`src/rtl/snn_layer_mac.sv`:
```
// snn_layer_mac: fully-connected SNN layer engine. For each output neuron it
// walks the N input spikes and the matching row of the weight ROM, sums the
// signed weights of active spikes and emits the saturated sum.
//
// Ports:
//   clk, rst        clock, synchronous active-high reset
//   start           1-cycle pulse, begins a pass (ignored unless idle)
//   in_addr         spike memory address (1-cycle read latency)
//   in_spike        spike returned for the previous in_addr
//   rom_addr        weight ROM address = neuron*N + input (1-cycle latency)
//   rom_q           weight returned for the previous rom_addr
//   busy            high while a pass is in progress
//   out_valid       1-cycle pulse, out_idx/out_data valid
//   out_idx         neuron index of out_data
//   out_data        saturated neuron sum, held between pulses
//   done            1-cycle pulse with the last out_valid
//
// Build option: define SNN_MAC_RELU_EN for unsigned ReLU-clamped output;
// otherwise out_data is a signed clamp to OUT_WIDTH bits.

module snn_layer_mac #(
    parameter int NUM_INPUTS   = 784,
    parameter int NUM_OUTPUTS  = 32,
    parameter int WEIGHT_WIDTH = 8,
    parameter int ADDR_WIDTH   = 15,
    parameter int IN_AW        = 10,
    parameter int ACC_WIDTH    = 18,
    parameter int OUT_WIDTH    = 8,
    parameter int IDX_W        = (NUM_OUTPUTS > 1) ? $clog2(NUM_OUTPUTS) : 1
) (
    input  logic                    clk,
    input  logic                    rst,
    input  logic                    start,
    output logic [IN_AW-1:0]        in_addr,
    input  logic                    in_spike,
    output logic [ADDR_WIDTH-1:0]   rom_addr,
    input  logic [WEIGHT_WIDTH-1:0] rom_q,
    output logic                    busy,
    output logic                    out_valid,
    output logic [IDX_W-1:0]        out_idx,
    output logic [OUT_WIDTH-1:0]    out_data,
    output logic                    done
);

    localparam logic [IN_AW-1:0] LAST_IN = IN_AW'(NUM_INPUTS - 1);
    localparam logic [IDX_W-1:0] LAST_K  = IDX_W'(NUM_OUTPUTS - 1);

`ifdef SNN_MAC_RELU_EN
    localparam logic signed [ACC_WIDTH-1:0] UMAX =
        ACC_WIDTH'((2 ** OUT_WIDTH) - 1);
`else
    localparam logic signed [ACC_WIDTH-1:0] SMAX =
        ACC_WIDTH'((2 ** (OUT_WIDTH - 1)) - 1);
    localparam logic signed [ACC_WIDTH-1:0] SMIN =
        ACC_WIDTH'(-(2 ** (OUT_WIDTH - 1)));
`endif

    typedef enum logic [1:0] {
        IDLE,
        RUN,
        DRAIN,
        EMIT
    } state_t;

    state_t state;
    state_t state_nx;

    logic [IDX_W-1:0]            k;
    logic signed [ACC_WIDTH-1:0] acc;
    logic signed [ACC_WIDTH-1:0] w_ext;
    logic [OUT_WIDTH-1:0]        sat_val;
    logic                        data_ok;
    logic                        last_in;
    logic                        last_k;
    logic                        clr;

    assign last_in = (in_addr == LAST_IN);
    assign last_k  = (k == LAST_K);
    assign busy    = (state != IDLE);
    assign w_ext   = {{(ACC_WIDTH - WEIGHT_WIDTH){rom_q[WEIGHT_WIDTH-1]}}, rom_q};

    // Accumulator restarts when a neuron begins: on the start edge and on
    // the EMIT edge that hands over to the next neuron.
    assign clr = ((state == IDLE) && start) || (state == EMIT);

    always_ff @(posedge clk) begin
        if (rst) state <= IDLE;
        else     state <= state_nx;
    end

    always_comb begin
        state_nx = state;
        unique case (state)
            IDLE:    if (start) state_nx = RUN;
            RUN:     if (last_in) state_nx = DRAIN;
            DRAIN:   state_nx = EMIT;
            EMIT:    state_nx = last_k ? IDLE : RUN;
            default: state_nx = IDLE;
        endcase
    end

    always_comb begin
        sat_val = acc[OUT_WIDTH-1:0];
`ifdef SNN_MAC_RELU_EN
        if (acc[ACC_WIDTH-1])  sat_val = '0;
        else if (acc > UMAX)   sat_val = '1;
`else
        if (acc > SMAX)        sat_val = SMAX[OUT_WIDTH-1:0];
        else if (acc < SMIN)   sat_val = SMIN[OUT_WIDTH-1:0];
`endif
    end

    // data_ok marks the cycle after an address cycle, when the memories
    // return the spike/weight pair for that address.
    always_ff @(posedge clk) begin
        if (rst) begin
            acc     <= '0;
            data_ok <= 1'b0;
        end else begin
            data_ok <= (state == RUN);
            if (clr)
                acc <= '0;
            else if (data_ok && in_spike)
                acc <= acc + w_ext;
        end
    end

    always_ff @(posedge clk) begin
        if (rst) begin
            in_addr   <= '0;
            rom_addr  <= '0;
            k         <= '0;
            out_valid <= 1'b0;
            done      <= 1'b0;
            out_idx   <= '0;
            out_data  <= '0;
        end else begin
            out_valid <= 1'b0;
            done      <= 1'b0;
            unique case (state)
                IDLE: begin
                    if (start) begin
                        in_addr  <= '0;
                        rom_addr <= '0;
                        k        <= '0;
                    end
                end
                RUN: begin
                    if (!last_in) begin
                        in_addr  <= in_addr + 1'b1;
                        rom_addr <= rom_addr + 1'b1;
                    end
                end
                DRAIN: begin
                end
                EMIT: begin
                    out_data  <= sat_val;
                    out_idx   <= k;
                    out_valid <= 1'b1;
                    done      <= last_k;
                    // rom_addr keeps running: k*N+N-1 -> (k+1)*N
                    if (!last_k) begin
                        k        <= k + 1'b1;
                        in_addr  <= '0;
                        rom_addr <= rom_addr + 1'b1;
                    end
                end
                default: begin
                end
            endcase
        end
    end

endmodule

```
`config.mk`:
```
export PLATFORM = sky130hd
export DESIGN_NAME = snn_layer_mac
export DESIGN_NICKNAME = d
export VERILOG_FILES = /design/src/rtl/snn_layer_mac.sv
export SDC_FILE = /design/constraint.sdc
export NUM_CORES = 1
export LEC_CHECK = 0
export ABC_AREA = 0
export BUFFER_PORTS_ARGS = -buffer_cell sky130_fd_sc_hd__buf_2
export CAP_MARGIN = 20
export CORE_ASPECT_RATIO = 1.5
export CORE_MARGIN = 5
export CORE_UTILIZATION = 40
export CTS_CLUSTER_DIAMETER = 200
export DETAILED_ROUTE_END_ITERATION = 8
export SYNTH_ARGS = -nofsm -noshare
export SYNTH_HDL_FRONTEND = slang
export SYNTH_SLANG_ARGS = --single-unit
```
`constraint.sdc`:
```
create_clock -name clk -period 2.2 [get_ports clk]
set_input_delay 0.22 -clock clk [delete_from_list [all_inputs] [get_ports clk]]
set_output_delay 0.22 -clock clk [all_outputs]
set_load 0.01 [all_outputs]
```
==> metrics.yaml <==
synthCells: 424
grt_util_all_layers: 0.1652
violations: "setup timing"
final_common_cell: "dfxtp_1"
post_drt_via_cell_ratio: 5.240
final.setup.tns_ns: -0.01161
synthSimpleGateAreaFrac: 0.2601
rsz0062_at_grt: "true"
start_util: 0.4089
fill_cells: 795
drive_gt1_frac: 0.2942
synth.ff_latch_count: 66
multi_input_area_um2: 2349
htree_num_levels: 3
tightest_slew_ns: 0.7203
clk_pin_slew_ns: 0.06
synth_edf_count: 0
power.leakage_uw: 0.002060
die_w_um: 87.34
cts_hold_buf: 0
synthAdderAreaFrac: 0.09623
final.period_utilization: 1.003
synth_cell_types: 55
grt_max_degree: 22
ir_drop_v: 0.0004798
drtIter0Drc: 132
drtPass1Iterations: 4
power_density_nw_per_um2: 914.0
gp_congestion: 0.9054
synthArstFlopShare: 0
core_um2: 8776
grt_pass1_vias: 3193
dieArea_um2: 11000
hold_viol: 0
grt_pass1_wl_mm: 14.61
synth_fp_nets: 463
wire_per_inst_um: 14.36
synth_area_um2: 3588
worst_hold_slack_ns: 0.2887
avgSynthCellArea_um2: 8.463
n_antenna_cell: 0
vias: 3301
seq_area_frac_synth: 0.3682
crit_fanout: 3
drv_slew: 0
path_class: "reg2reg"
synth_top_family_by_area: "simple AND/OR/NAND/NOR gates"
area_growth_pct: 33.09
worst_ep_required_time_ns: 2.46
synth_compound_area_frac: 0.1492
clk_path_buf_depth: 2
start_kind: "flip-flop"
port_buffers: 52
nets: 554
grt_overflow: 0
cts_tree: "done"
maxCapViolCount: 0
synth_warnings: 0
synthFlopType: "dfxtp_1"
rows: 42
die_h_um: 126.0
finalSetupViolations: 2
drc_errors: 0
clock_latency_ns: 0.33
fin_worst_skew_ns: 0.008481
synth.mux.area_fraction: 0.02789
cts_buffers: 9
status: "finished, violations left"
antenna_left: 0
ios: 53
max_freq_ghz: 0.4530
wirelength_mm: 9.045
seqCellArea_um2: 1326
hp-class: "in2reg"
clock-root-buffer: "clkbuf_16"
hpwlAfterDp_mm: 6.500
final_cell_mix: "dfxtp_1 (62), nor2_1 (58), buf_2 (52)"
period_needed_ns: 2.207
clock_sinks: 66
cp.arrival_ns: 2.47
end_kind: "flip-flop"
fin_ws_ns: -0.007433
fin_util: 0.5442
yosys.area_share.xor_xnor: 0.07078
slew_headroom: 0.5176
antenna_found_initial: 0
fin_total_pwr_uw: 4365
## power by group
part           switching, uW  internal, uW  total [uW]  leakage [uW]
logic                    783           622        1400       0.00136
clock network            532          1110        1640      0.000166
registers               56.3          1270        1320      0.000535
total                   1370          2990        4370       0.00206
## metal layers
metal  up-vias  global-route usage  share of wire
met5         -                   0              0
li1       1673                   -              -
met4         0             0.07678          0.021
met2        78              0.2855           0.52
met3        16             0.04248          0.055
met1      1534              0.1852           0.41
## synth_stat cells (all sizes together), types with 4 or more instances
| library cell | instances | share of area |
|---|---|---|
| or4 | 5 | 0.012 |
| dfxtp | 66 | 0.37 |
| mux2i | 10 | 0.028 |
| nor2 | 59 | 0.062 |
| xor2 | 24 | 0.059 |
| nand2 | 52 | 0.054 |
| and3 | 4 | 0.0073 |
| xnor2 | 5 | 0.012 |
| a21oi | 30 | 0.042 |
| inv | 8 | 0.0084 |
| nor2b | 6 | 0.013 |
| ha | 26 | 0.091 |
| buf | 6 | 0.012 |
| nand3 | 18 | 0.025 |
| nor3 | 8 | 0.017 |
| nand4 | 14 | 0.024 |
| nor4 | 4 | 0.015 |
| nand2b | 4 | 0.0070 |
| a21o | 8 | 0.017 |
| and2 | 5 | 0.0087 |
| o21ai | 23 | 0.032 |
| clkbuf | 7 | 0.0073 |
## path summary, 6_finish.rpt
check	endpoint	start	cells after the start	slack, ns
worst max register to register	acc[12]	acc[0]	11	-0.007
worst min register to register	out_data[0]	out_data[0]	2	0.45
worst min-delay path	acc[0]	rom_q[0]	4	0.29
worst max-delay path	acc[12]	acc[0]	11	-0.007
## kinds of logic after synthesis
logic type | Yosys count
AND/OR/NAND/NOR | 186
AO/OA/AOI/OAI | 85
flip-flops | 66
XOR/XNOR | 29
adder cells (fa/ha/maj) | 27
buffers and inverters | 21
multiplexers | 10
## registers in the layout, indices dropped and copies added, names as in the netlist
register,count
acc,18
out_data,8
out_idx,5
out_valid,1
done,1
in_addr,10
k,5
rom_addr,15
state,2
data_ok,1
## critical path, cell delays in order, from the launching register on
cell and delay, ns:
dfxtp_2 0.35, ha_4 0.14, inv_2 0.03, fa_2 0.33
nor2b_2 0.13, o31a_1 0.18, o211ai_1 0.15, buf_4 0.17
nand2_4 0.09, a21boi_1 0.10, or4_1 0.40, nand3_1 0.07
## repair_timing
item                                    in CTS  in global routing
pin swaps                                   13                 19
gates resized for setup                     13                 31
endpoints found under the setup margin      16                 21
buffers inserted                             5                  1
## final cells by class
type                    instances  share of cell area
inverters                       8            0.006288
flip-flops and latches         66              0.2777
clock inverters                 7             0.02436
repair buffers                 93              0.1239
clock buffers                   9             0.04716
multi-input cells             337              0.4917
well taps                     110             0.02882
## stage by stage
| step | instance area [um^2] | setup WS, ns | cells |
|---|---|---|---|
| floorplan | 3588 | 0.0002220 | 424 |
| global placement | 4193 | -0.04658 | 608 |
| detailed placement | 4193 | -0.1149 | 608 |
| CTS | 4611 | -0.08848 | 629 |
| global route | 4776 | -0.1257 | 630 |
| finish | 4776 | -0.007433 | 630 |
(Power assumes the default switching activity.)
